### config.mk
export PLATFORM = sky130hd
export DESIGN_NAME = alu_share_arbiter
export DESIGN_NICKNAME = d
export VERILOG_FILES = /design/src/rtl/alu_share_arbiter.sv
export SDC_FILE = /design/constraint.sdc
export NUM_CORES = 1
export LEC_CHECK = 0
export ABC_CLOCK_PERIOD_IN_PS = 3900
export CAP_MARGIN = 20
export CORE_MARGIN = 3
export CORE_UTILIZATION = 41
export CTS_CLUSTER_SIZE = 12
export DETAILED_ROUTE_END_ITERATION = 10
export PLACE_DENSITY = 0.91
export SYNTH_ARGS = -nofsm -noshare
export SYNTH_HDL_FRONTEND = slang
export SYNTH_SLANG_ARGS = --single-unit
### constraint.sdc
create_clock -name clk -period 3.9 [get_ports clk]
set_input_delay 0.585 -clock clk [delete_from_list [all_inputs] [get_ports clk]]
set_output_delay 0.585 -clock clk [all_outputs]
set_load 0.05 [all_outputs]
### src/rtl/alu_share_arbiter.sv
// -----------------------------------------------------------------------------
// alu_share_arbiter
//
// Lets two requesters share one single-cycle ALU. A round-robin arbiter picks
// the winner in IDLE. That operation's operands and control code are latched
// into the alu_* registers, so the ALU sees stable inputs for a full cycle.
// The ALU result is captured into rsp_result/rsp_zero. The result is then
// offered on the winner's response port until that requester takes it. Only
// one operation is in flight at a time.
//
// Optional feature (macro ALU_ARB_ILLEGAL_OP_EN):
//   Adds output rsp_err. Control codes other than 010, 110, 000, 001 and 111
//   still run through the FSM. The ALU is driven with add (010), and the
//   response reports result=0, zero=1, err=1.
//   Without the macro, ctrl is forwarded unchanged.
//
// Ports:
//   clk, reset_n              clock, asynchronous active-low reset
//   reqN_valid/ready          request handshake for requester N (0,1)
//   reqN_srca/srcb/ctrl       operands and ALU control code of requester N
//   rspN_valid/ready          response handshake for requester N
//   rsp_result, rsp_zero      registered ALU result/zero, shared by both ports
//   rsp_err                   illegal-op flag (only with ALU_ARB_ILLEGAL_OP_EN)
//   alu_srca/srcb/ctrl        registered operands/control to the ALU
//   alu_out, alu_zero         combinational ALU result
//   busy                      FSM is not idle
//   owner                     index of the current/last granted requester
// -----------------------------------------------------------------------------
module alu_share_arbiter #(
    parameter int DATA_W = 32
) (
    input  logic              clk,
    input  logic              reset_n,

    input  logic              req0_valid,
    output logic              req0_ready,
    input  logic [DATA_W-1:0] req0_srca,
    input  logic [DATA_W-1:0] req0_srcb,
    input  logic [2:0]        req0_ctrl,

    input  logic              req1_valid,
    output logic              req1_ready,
    input  logic [DATA_W-1:0] req1_srca,
    input  logic [DATA_W-1:0] req1_srcb,
    input  logic [2:0]        req1_ctrl,

    output logic              rsp0_valid,
    input  logic              rsp0_ready,
    output logic              rsp1_valid,
    input  logic              rsp1_ready,
    output logic [DATA_W-1:0] rsp_result,
    output logic              rsp_zero,
`ifdef ALU_ARB_ILLEGAL_OP_EN
    output logic              rsp_err,
`endif

    output logic [DATA_W-1:0] alu_srca,
    output logic [DATA_W-1:0] alu_srcb,
    output logic [2:0]        alu_ctrl,
    input  logic [DATA_W-1:0] alu_out,
    input  logic              alu_zero,

    output logic              busy,
    output logic              owner
);

    typedef enum logic [1:0] {
        IDLE = 2'd0,
        EXEC = 2'd1,
        RESP = 2'd2
    } state_t;

    localparam logic [2:0] CTRL_ADD = 3'b010;

    state_t            state_q, state_d;
    logic              owner_q, owner_d;
    logic [DATA_W-1:0] alu_srca_q, alu_srca_d;
    logic [DATA_W-1:0] alu_srcb_q, alu_srcb_d;
    logic [2:0]        alu_ctrl_q, alu_ctrl_d;
    logic [DATA_W-1:0] rsp_result_q, rsp_result_d;
    logic              rsp_zero_q, rsp_zero_d;

    logic              any_valid;
    logic              winner;
    logic [DATA_W-1:0] sel_srca;
    logic [DATA_W-1:0] sel_srcb;
    logic [2:0]        sel_ctrl;
    logic              rsp_take;

`ifdef ALU_ARB_ILLEGAL_OP_EN
    logic              illegal_q, illegal_d;
    logic              rsp_err_q, rsp_err_d;
    logic              sel_illegal;
`endif

    // Arbitration: a lone requester wins outright; on a tie the requester
    // that was not granted last time wins, which makes grants alternate.
    always_comb begin
        any_valid = req0_valid | req1_valid;
        winner    = (req0_valid && req1_valid) ? ~owner_q : req1_valid;
        sel_srca  = winner ? req1_srca : req0_srca;
        sel_srcb  = winner ? req1_srcb : req0_srcb;
        sel_ctrl  = winner ? req1_ctrl : req0_ctrl;
        rsp_take  = owner_q ? rsp1_ready : rsp0_ready;
`ifdef ALU_ARB_ILLEGAL_OP_EN
        case (sel_ctrl)
            3'b010, 3'b110, 3'b000, 3'b001, 3'b111: sel_illegal = 1'b0;
            default:                                sel_illegal = 1'b1;
        endcase
`endif
    end

    always_comb begin
        state_d      = state_q;
        owner_d      = owner_q;
        alu_srca_d   = alu_srca_q;
        alu_srcb_d   = alu_srcb_q;
        alu_ctrl_d   = alu_ctrl_q;
        rsp_result_d = rsp_result_q;
        rsp_zero_d   = rsp_zero_q;
`ifdef ALU_ARB_ILLEGAL_OP_EN
        illegal_d    = illegal_q;
        rsp_err_d    = rsp_err_q;
`endif

        case (state_q)
            IDLE: begin
                if (any_valid) begin
                    state_d    = EXEC;
                    owner_d    = winner;
                    alu_srca_d = sel_srca;
                    alu_srcb_d = sel_srcb;
`ifdef ALU_ARB_ILLEGAL_OP_EN
                    // An illegal code runs the ALU as a harmless add.
                    // The result is then replaced when it is captured.
                    alu_ctrl_d = sel_illegal ? CTRL_ADD : sel_ctrl;
                    illegal_d  = sel_illegal;
`else
                    alu_ctrl_d = sel_ctrl;
`endif
                end
            end
            EXEC: begin
                state_d = RESP;
`ifdef ALU_ARB_ILLEGAL_OP_EN
                rsp_result_d = illegal_q ? '0 : alu_out;
                rsp_zero_d   = illegal_q ? 1'b1 : alu_zero;
                rsp_err_d    = illegal_q;
`else
                rsp_result_d = alu_out;
                rsp_zero_d   = alu_zero;
`endif
            end
            RESP: begin
                if (rsp_take) begin
                    state_d = IDLE;
                end
            end
            default: state_d = IDLE;
        endcase
    end

    always_ff @(posedge clk or negedge reset_n) begin
        if (!reset_n) begin
            state_q      <= IDLE;
            owner_q      <= 1'b1;
            alu_srca_q   <= '0;
            alu_srcb_q   <= '0;
            alu_ctrl_q   <= CTRL_ADD;
            rsp_result_q <= '0;
            rsp_zero_q   <= 1'b0;
`ifdef ALU_ARB_ILLEGAL_OP_EN
            illegal_q    <= 1'b0;
            rsp_err_q    <= 1'b0;
`endif
        end else begin
            state_q      <= state_d;
            owner_q      <= owner_d;
            alu_srca_q   <= alu_srca_d;
            alu_srcb_q   <= alu_srcb_d;
            alu_ctrl_q   <= alu_ctrl_d;
            rsp_result_q <= rsp_result_d;
            rsp_zero_q   <= rsp_zero_d;
`ifdef ALU_ARB_ILLEGAL_OP_EN
            illegal_q    <= illegal_d;
            rsp_err_q    <= rsp_err_d;
`endif
        end
    end

    // Ready is gated by reset_n. Otherwise a requester holding valid would
    // see ready while the block is held in reset.
    always_comb begin
        req0_ready = reset_n && (state_q == IDLE) && any_valid && !winner;
        req1_ready = reset_n && (state_q == IDLE) && any_valid && winner;
        rsp0_valid = (state_q == RESP) && !owner_q;
        rsp1_valid = (state_q == RESP) && owner_q;
        busy       = (state_q != IDLE);
    end

    assign owner      = owner_q;
    assign alu_srca   = alu_srca_q;
    assign alu_srcb   = alu_srcb_q;
    assign alu_ctrl   = alu_ctrl_q;
    assign rsp_result = rsp_result_q;
    assign rsp_zero   = rsp_zero_q;
`ifdef ALU_ARB_ILLEGAL_OP_EN
    assign rsp_err    = rsp_err_q;
`endif

endmodule

======== Word level (Yosys, flattened, before mapping) ========
Index checks and enable logic that the tools add are counted.
storage, ports and cells
  flip-flop bits (word level) ............. 103
  input bits .............................. 173
  output and inout bits ................... 106
  logic and storage cells ................. 34
cells by class
  eq/ne operators ......................... 4
  mux-type cells .......................... 8
  bitwise gates (word level) .............. 2
  reductions and logical operators ........ 13
operators with widths
  cell                                            number
  two-way mux 32 bit                              2
  logical AND 1 bit                               7
  case mux 2 bit (3 select lines)                 1
  two-way mux 2 bit                               2
  inequality test 2 bit (second input constant)   2
  AND reduction 2 bit                             2
  two-way mux 3 bit                               1
  == test 2 x 1 -> 1 bit (second input constant)  1
  == test 2 bit (second input constant)           1
  logical NOT 1 bit                               2
  logical NOT 2 bit                               1
  two-way mux 1 bit                               2
  nonzero test 2 bit                              1
  inverter 1 bit                                  1
  OR 1 bit                                        1

======== Logic depth before layout (Yosys ltp) ========
Gate-level depths: netlist of run 1.
  depth in word-level cells ............... 4
  depth in mapped cells ................... 6
  depth with buffers taken out ............ 3

======== Worst setup path after synthesis of run 1 ========
OpenSTA, ideal clock, no wires.
  kind .................................... input to output
  start ................................... input port req1_valid
  end ..................................... output port req1_ready
  arrival time ............................ 1.828 ns
  required time ........................... 3.315 ns
  slack ................................... 1.487 ns
  stages on the path ...................... 5
  buffers on the path ..................... 3
  path through ............................ a21bo_1 buf_6 buf_6 buf_6 nor2_1
on the way
  longest elaborated chain between the ends .. 3
  elaborated cells between the ends (all ways) .. 5
  classes of those cells .................. mux: 1; bitwise: 1; reduce/logical: 3
ends and longest elaborated chain
  element                                                 RTL line  text
  start: declaration                                      41        input logic req1_valid,
  OR 1 bit or logical AND 1 bit (tied branches)           99, 100
  logical AND 1 bit or two-way mux 1 bit (tied branches)  195, 100
  logical AND 1 bit (*)                                   195       req1_ready = reset_n && (state_q == IDLE) && any_valid && winner;
  end: declaration                                        42        output logic req1_ready,
Mark *: on every way between the ends. The rest lies on a longest branch, timed or not.

======== Worst setup path in the final report of run 1 ========
Ends and elaborated chain as after synthesis.

==> impl_results.html, run 1 <==
<table>
<tr><th>Metric</th><th>Value</th></tr>
<tr><th colspan="2">Run status</th></tr>
<tr><td>Run status</td><td>completed</td></tr>
<tr><th colspan="2">GRT</th></tr>
<tr><td>First-pass GRT wire length</td><td>21.0 mm</td></tr>
<tr><td>Largest net degree at the start of global routing</td><td>65</td></tr>
<tr><td>Number of antenna violations at the first check in global routing</td><td>0</td></tr>
<tr><td>Combined global-route utilization of all metal layers</td><td>20.7%</td></tr>
<tr><td>Aggregate global routing overflow</td><td>0</td></tr>
<tr><td>Number of global-route vias before repair</td><td>3989</td></tr>
<tr><th colspan="2">Pwr</th></tr>
<tr><td>Leak</td><td>0.00326 uW</td></tr>
<tr><td>PnR Total Power</td><td>7630 uW</td></tr>
<tr><td>IR drop worst, VDD</td><td>0.680 mV</td></tr>
<tr><td>PwrDens</td><td>959 nW/um^2</td></tr>
<tr><th colspan="2">Timing</th></tr>
<tr><td>Post-route clock skew</td><td>0.00980 ns</td></tr>
<tr><td>Setup TNS</td><td>0 ns</td></tr>
<tr><td>Total setup violations reported at the end of the flow</td><td>0</td></tr>
<tr><td>Worst setup slack after layout</td><td>0.836 ns</td></tr>
<tr><td>Final critical delay including setup and external delays</td><td>3.06 ns</td></tr>
<tr><td>Highest achievable clock rate</td><td>326 MHz</td></tr>
<tr><td>Worst-Margin Slew</td><td>0.793 ns</td></tr>
<tr><td>Final cycle utilization of the critical path</td><td>78.6%</td></tr>
<tr><td>Worst slew margin relative to its limit</td><td>47.1%</td></tr>
<tr><td>Unrepaired setup endpoints after global routing</td><td>false</td></tr>
<tr><td>Max Slew Vio Count</td><td>0</td></tr>
<tr><td>Count of final hold-check violations</td><td>0</td></tr>
<tr><th colspan="2">Placed design</th></tr>
<tr><td>DP Wirelength</td><td>10.7 mm</td></tr>
<tr><td>Count of buffers from port buffering</td><td>278</td></tr>
<tr><td>Final estimated routing congestion in global placement</td><td>0.795</td></tr>
<tr><td>Worst setup timing slack at the placement stage</td><td>0.849 ns</td></tr>
<tr><th colspan="2">Setup path</th></tr>
<tr><td>Crit path kind</td><td>input pin to primary output</td></tr>
<tr><td>Crit. End Element</td><td>primary output</td></tr>
<tr><td>Type of origin of the critical path</td><td>input pin</td></tr>
<tr><td>Worst path required time</td><td>3.31 ns</td></tr>
<tr><td>R2R Path Start</td><td>owner</td></tr>
<tr><td>Worst Reg2Reg Path Length in Cells</td><td>4</td></tr>
<tr><td>WP data arrival</td><td>2.48 ns</td></tr>
<tr><td>Crit. Startpoint</td><td>req1_valid</td></tr>
<tr><td>Critical Path Fanout Max</td><td>22</td></tr>
<tr><th colspan="2">Synthesis</th></tr>
<tr><td>Yosys warning total</td><td>0</td></tr>
<tr><td>Number of distinct library cells after synthesis</td><td>18</td></tr>
<tr><td>Cell types occupying the most area after synthesis</td><td>dfrtp_1 (53%), mux2_2 (36%), mux2_4 (5.1%)</td></tr>
<tr><td>Average size of a mapped cell</td><td>15.5 um^2</td></tr>
<tr><td>Synthesis-stage register bit count</td><td>103</td></tr>
<tr><td>Portion of synthesized cell area occupied by the leading cell type</td><td>53.4%</td></tr>
<tr><td>Cell area after synthesis</td><td>4730 um^2</td></tr>
<tr><td>Number of nets produced by synthesis</td><td>479</td></tr>
<tr><td>Post-Syn Instances</td><td>306</td></tr>
<tr><td>Area leader, netlist</td><td>dfrtp_1</td></tr>
<tr><td>Sequential cell area fraction in the yosys report</td><td>54.5%</td></tr>
<tr><th colspan="2">Routing</th></tr>
<tr><td>Vias per cell</td><td>4.95</td></tr>
<tr><td>Number of DRC violations after detailed routing</td><td>0</td></tr>
<tr><td>Initial DRT Pass Iterations</td><td>4</td></tr>
<tr><td>Routed wire per std cell</td><td>18.7 um</td></tr>
<tr><td>Routed Wire Length</td><td>13.5 mm</td></tr>
<tr><td>Count of antenna-violating nets left after detailed routing</td><td>0</td></tr>
<tr><td>Number of violations reported at the end of detailed-routing iteration 0</td><td>72</td></tr>
<tr><td>Via Count</td><td>3586</td></tr>
<tr><th colspan="2">Clocking</th></tr>
<tr><td>CTS Buf Count</td><td>9</td></tr>
<tr><td>Post-CTS Resized</td><td>0</td></tr>
<tr><td>Clock-pin slew on the worst setup and hold paths</td><td>0.07 ns</td></tr>
<tr><td>Setup Buffers After CTS</td><td>0</td></tr>
<tr><td>Max Buffers Root-to-Sink</td><td>2</td></tr>
<tr><td>Clock tree from TritonCTS</td><td>yes</td></tr>
<tr><td>CTS H-tree depth</td><td>3</td></tr>
<tr><td>Cell at the root of the clock tree</td><td>clkbuf_16</td></tr>
<tr><td>Clock tree sinks</td><td>103</td></tr>
<tr><td>Count of hold buffers inserted by post-cts repair</td><td>0</td></tr>
<tr><td>Worst-Skew Late Latency</td><td>0.34 ns</td></tr>
<tr><th colspan="2">Floorplanning</th></tr>
<tr><td>Starting density of the core</td><td>42.7%</td></tr>
<tr><td>Number of ports placed on the die boundary</td><td>279</td></tr>
<tr><td>Die area</td><td>12900 um^2</td></tr>
<tr><td>Cell Rows</td><td>38</td></tr>
<tr><td>Die W</td><td>113 um</td></tr>
<tr><td>Core Footprint</td><td>11100 um^2</td></tr>
<tr><td>Overall die height</td><td>113 um</td></tr>
<tr><th colspan="2">Layout</th></tr>
<tr><td>Post-layout nets</td><td>753</td></tr>
<tr><td>Leading cell type in the layout, fill and taps excluded</td><td>clkdlybuf4s50_1</td></tr>
<tr><td>Fraction of layout instances using a drive strength above 1</td><td>33.3%</td></tr>
<tr><td>Commonest cells after routing, fill and taps aside</td><td>clkdlybuf4s50_1 (276), mux2_2 (152), dfrtp_1 (101)</td></tr>
<tr><td>Synthesis-to-finish area growth</td><td>68.1%</td></tr>
<tr><td>Layout filler cell count</td><td>729</td></tr>
<tr><td>Inserted Diodes</td><td>0</td></tr>
<tr><th colspan="2">Run</th></tr>
<tr><td>Total of max-cap violations</td><td>0</td></tr>
<tr><th colspan="2">Min path</th></tr>
<tr><td>Worst hold path type</td><td>input pin to asynchronous set/reset pin</td></tr>
</table>
-- worst paths after layout --
path	end	slack, ns
max	req1_ready	0.84
min	rsp_result[27]	0.33
max reg2reg	alu_srca[8]	1.47
min reg2reg	alu_srca[25]	0.50
max in group asynchronous	alu_srcb[19]	2.40
min in group clk	alu_srca[25]	0.50
-- layer usage --
metal | global-route usage [%] | wire length, um | up-vias
li1 | - | - | 1639
met1 | 23.2 | 5010 | 1748
met2 | 37.6 | 7040 | 173
met3 | 5.31 | 1100 | 26
met4 | 8.33 | 374 | 0
met5 | 0 | 0 | -
-- worst max-delay path, stage by stage --
cell and delay, ns:
clkdlybuf4s50_1 0.52, a21bo_4 0.36, nor2_1 0.18, clkdlybuf4s50_1 0.83
-- where the power goes --
group          switching, uW  internal, uW  leakage, uW
clock                    398           630     0.000170
sequential               291          1640      0.00120
combinational           2820          1860      0.00189
-- kinds of logic (layout without fill, tap and decap cells) --
| group | count (synthesis) | in the layout | synth area share, % |
|---|---|---|---|
| multiplexers | 168 | 168 | 41.2 |
| flip-flops | 103 | 103 | 54.5 |
| buffers and inverters | 22 | 301 | 2.75 |
| AND/OR/NAND/NOR | 8 | 8 | 0.793 |
| AO/OA/AOI/OAI | 5 | 5 | 0.714 |
-- cells in the mapped netlist (all sizes together) --
master / number
and3: 1
buf: 19
o21ai: 1
inv: 2
a31oi: 1
nand2: 1
dfrtp: 101
nor2: 4
nand2b: 2
dfstp: 2
mux2: 168
clkbuf: 1
a21oi: 1
o21a: 1
a21bo: 1
-- per-stage QoR --
stage,instance area (um^2),std cells,hold WS (ns),util (%)
4_1_cts,7960,725,0.334,71.8
3_3_place_gp,7610,709,0.487,68.7
6_report,7960,725,0.326,71.8
3_5_place_dp,7610,709,0.492,68.7
5_1_grt,7960,725,0.362,71.8
2_1_floorplan,4730,306,0.289,-
-- layout make-up --
type	count	area [um^2]	area share, %
Timing Repair Buffer	283	2820	35.4
Sequential cell	103	2580	32.4
Multi-Input combinational cell	181	2040	25.6
Clock buffer	9	225	2.83
Tap cell	140	175	2.20
Clock inverter	7	118	1.48
Inverter	2	7.51	0.0943
-- flip-flops by register name (all words and copies together) (netlist names) --
name and cells:
alu_ctrl 3, alu_srca 32, alu_srcb 32, owner 1, rsp_result 32, rsp_zero 1
state_q 2
(Power assumes the default switching activity.)
==> run 2, diff against run 1 <==
Settings changed: ABC_CLOCK_PERIOD_IN_PS 3900 to 3100, CORE_UTILIZATION 41 to 38, PLACE_DENSITY 0.91 to 0.86.
Clock period 3.9 ns to 3.1 ns, I/O delays scaled along.
==> impl_results.html, run 2 (synthesis gave the netlist of run 1 again) <==
<table>
<tr><th>Metric</th><th>Value</th></tr>
<tr><th colspan="2">Pwr</th></tr>
<tr><td>Share of power burned in combinational logic</td><td>61.9%</td></tr>
<tr><td>Clock power share</td><td>12.6%</td></tr>
<tr><td>Net Switching</td><td>4370 uW</td></tr>
<tr><td>IR drop worst, VDD</td><td>0.862 mV</td></tr>
<tr><td>Sw Ratio</td><td>45.9%</td></tr>
<tr><td>Leak</td><td>0.00327 uW</td></tr>
<tr><td>Sequential group share of total power</td><td>25.5%</td></tr>
<tr><td>PwrDens</td><td>1190 nW/um^2</td></tr>
<tr><td>Internal power contribution</td><td>5150 uW</td></tr>
<tr><th colspan="2">Routing</th></tr>
<tr><td>Number of violations reported at the end of detailed-routing iteration 0</td><td>111</td></tr>
<tr><td>Count of antenna-violating nets left after detailed routing</td><td>0</td></tr>
<tr><td>Initial DRT Pass Iterations</td><td>4</td></tr>
<tr><td>Routed Wire Length</td><td>13.7 mm</td></tr>
<tr><td>Number of DRC violations after detailed routing</td><td>0</td></tr>
<tr><td>Via Count</td><td>3624</td></tr>
<tr><td>Vias per cell</td><td>4.81</td></tr>
<tr><td>Routed wire per std cell</td><td>18.2 um</td></tr>
<tr><th colspan="2">Clocking</th></tr>
<tr><td>Clock tree from TritonCTS</td><td>yes</td></tr>
<tr><td>Cell at the root of the clock tree</td><td>clkbuf_16</td></tr>
<tr><td>Worst-Skew Late Latency</td><td>0.34 ns</td></tr>
<tr><td>CTS Buf Count</td><td>9</td></tr>
<tr><td>Clock-pin slew on the worst setup and hold paths</td><td>0.07 ns</td></tr>
<tr><td>CTS H-tree depth</td><td>3</td></tr>
<tr><td>Max Buffers Root-to-Sink</td><td>2</td></tr>
<tr><td>Setup Buffers After CTS</td><td>0</td></tr>
<tr><td>Clock tree sinks</td><td>103</td></tr>
<tr><th colspan="2">Layout</th></tr>
<tr><td>Synthesis-to-finish area growth</td><td>69.2%</td></tr>
<tr><td>Final Cell Area</td><td>8010 um^2</td></tr>
<tr><td>Inserted Diodes</td><td>0</td></tr>
<tr><td>Fraction of layout instances using a drive strength above 1</td><td>33.2%</td></tr>
<tr><td>Commonest cells after routing, fill and taps aside</td><td>clkdlybuf4s50_1 (275), mux2_2 (152), dfrtp_1 (101)</td></tr>
<tr><td>Leading cell type in the layout, fill and taps excluded</td><td>clkdlybuf4s50_1</td></tr>
<tr><td>Post-layout nets</td><td>754</td></tr>
<tr><th colspan="2">Floorplanning</th></tr>
<tr><td>Cell Rows</td><td>40</td></tr>
<tr><td>Die area</td><td>13800 um^2</td></tr>
<tr><td>Number of ports placed on the die boundary</td><td>279</td></tr>
<tr><td>Die W</td><td>118 um</td></tr>
<tr><td>Core Footprint</td><td>12100 um^2</td></tr>
<tr><td>Overall die height</td><td>118 um</td></tr>
<tr><td>Starting density of the core</td><td>39.1%</td></tr>
<tr><th colspan="2">Timing</th></tr>
<tr><td>Post-route clock skew</td><td>0.00629 ns</td></tr>
<tr><td>Worst-Margin Slew</td><td>0.657 ns</td></tr>
<tr><td>Unrepaired setup endpoints after global routing</td><td>false</td></tr>
<tr><td>Total setup violations reported at the end of the flow</td><td>0</td></tr>
<tr><td>Final critical delay including setup and external delays</td><td>2.40 ns</td></tr>
<tr><td>Setup TNS</td><td>0 ns</td></tr>
<tr><td>Highest achievable clock rate</td><td>417 MHz</td></tr>
<tr><td>Count of final hold-check violations</td><td>0</td></tr>
<tr><td>Worst setup slack after layout</td><td>0.701 ns</td></tr>
<tr><td>Max Slew Vio Count</td><td>0</td></tr>
<tr><td>Worst slew margin relative to its limit</td><td>56.2%</td></tr>
<tr><td>Final cycle utilization of the critical path</td><td>77.4%</td></tr>
<tr><th colspan="2">Placed design</th></tr>
<tr><td>Instance area at placement</td><td>7680 um^2</td></tr>
<tr><td>Worst setup timing slack at the placement stage</td><td>0.667 ns</td></tr>
<tr><td>Count of buffers from port buffering</td><td>278</td></tr>
<tr><td>Final estimated routing congestion in global placement</td><td>0.770</td></tr>
<tr><td>DP Wirelength</td><td>10.4 mm</td></tr>
<tr><th colspan="2">GRT</th></tr>
<tr><td>Most Crowded Layer GR</td><td>met2</td></tr>
<tr><td>Number of global-route vias before repair</td><td>3979</td></tr>
<tr><td>Met1 usage</td><td>21.7%</td></tr>
<tr><td>Largest net degree at the start of global routing</td><td>69</td></tr>
<tr><td>Aggregate global routing overflow</td><td>0</td></tr>
<tr><td>Met3 Usage GRT</td><td>6.97%</td></tr>
<tr><td>First-pass GRT wire length</td><td>21.9 mm</td></tr>
<tr><td>Number of antenna violations at the first check in global routing</td><td>0</td></tr>
<tr><td>Global-route met2 utilization</td><td>35.9%</td></tr>
<tr><td>Combined global-route utilization of all metal layers</td><td>20.0%</td></tr>
<tr><th colspan="2">Setup path</th></tr>
<tr><td>Slowest Stage Delay on Critical Path</td><td>0.82 ns</td></tr>
<tr><td>Slowest cell on the critical path</td><td>clkdlybuf4s50_1</td></tr>
<tr><td>Worst path required time</td><td>2.63 ns</td></tr>
<tr><td>Crit path kind</td><td>flop to primary output</td></tr>
<tr><td>Worst-path cell chain</td><td>inv_1, nor2_1, clkdlybuf4s50_1</td></tr>
<tr><td>Crit. Startpoint</td><td>owner</td></tr>
<tr><td>WP data arrival</td><td>1.93 ns</td></tr>
<tr><td>Critical Path Fanout Max</td><td>7</td></tr>
<tr><td>Type of origin of the critical path</td><td>flop</td></tr>
<tr><td>R2R Path Start</td><td>owner</td></tr>
<tr><td>Crit. End Element</td><td>primary output</td></tr>
<tr><th colspan="2">Min path</th></tr>
<tr><td>Startpoint of the worst hold path</td><td>alu_srca[27]</td></tr>
<tr><td>Worst hold path type</td><td>flop to flop</td></tr>
<tr><th colspan="2">Run status</th></tr>
<tr><td>Run status</td><td>completed</td></tr>
<tr><th colspan="2">Run</th></tr>
<tr><td>Total of max-cap violations</td><td>0</td></tr>
</table>
==> run 2: cell types whose count changed in the layout (fill, tap and decap cells not counted), sizes merged <==
cell / change
clkdlybuf4s50: -1
buf: +1
clkbuf: +2
inv: -2
dlygate4sd3: +1
bufinv: -1
==> run 2: final cells by class <==
class	count	area [um^2]
Clock buffer	11	243
Clock inverter	4	70.1
Fill cell	925	4100
Inverter	2	7.51
Multi-Input combinational cell	181	2040
Sequential cell	103	2580
Tap cell	168	210
Timing Repair Buffer	284	2860
==> run 2: repair_timing <==
| item | in CTS | in global routing |
|---|---|---|
| hold buffers | 1 | 0 |
| hold endpoints to repair | 3 | 0 |
| resized for setup | 0 | 0 |
==> run 2: per-stage QoR <==
step                power [uW]  utilization, %  instances  hold WS [ns]
floorplan                 6350               -        306         0.169
global placement          8240            63.5        737         0.288
detailed placement        8380            63.5        737         0.289
CTS                       9620            66.1        753         0.509
global route              9910            66.1        753         0.514
finish                    9520            66.1        753         0.505
==> run 2: path summary, 6_finish.rpt <==
check	to	depth (start not counted)	slack (ns)
worst max-delay path	rsp1_valid	3	0.70
worst min-delay path	alu_srca[27]	1	0.50
worst max register to register	alu_srca[28]	4	1.07
worst min register to register	alu_srca[27]	1	0.50
max in group asynchronous	alu_srca[7]	3	1.73
min in group asynchronous	rsp_result[22]	2	0.53
==> run 2: worst max-delay path, delay by kind of cell, from the launching register on <==
kind          cells  cell delay (ns)
flops             1             0.61
buf+inv           2             0.88
simple gates      1             0.10
==> run 2: routing by layer <==
layer	up-vias	routed length [um]
met5	-	0
li1	1642	-
met3	25	1210
met4	0	305
met2	178	7200
met1	1779	4960
==> run 2: power groups by stage <==
stage	clock, uW	sequential (uW)	combinational [uW]
after floorplan	0	4810	1540
after global placement	0	2400	5840
after detailed placement	0	2450	5930
after CTS	1240	2440	5940
after global routing	1280	2520	6110
final	1200	2430	5890
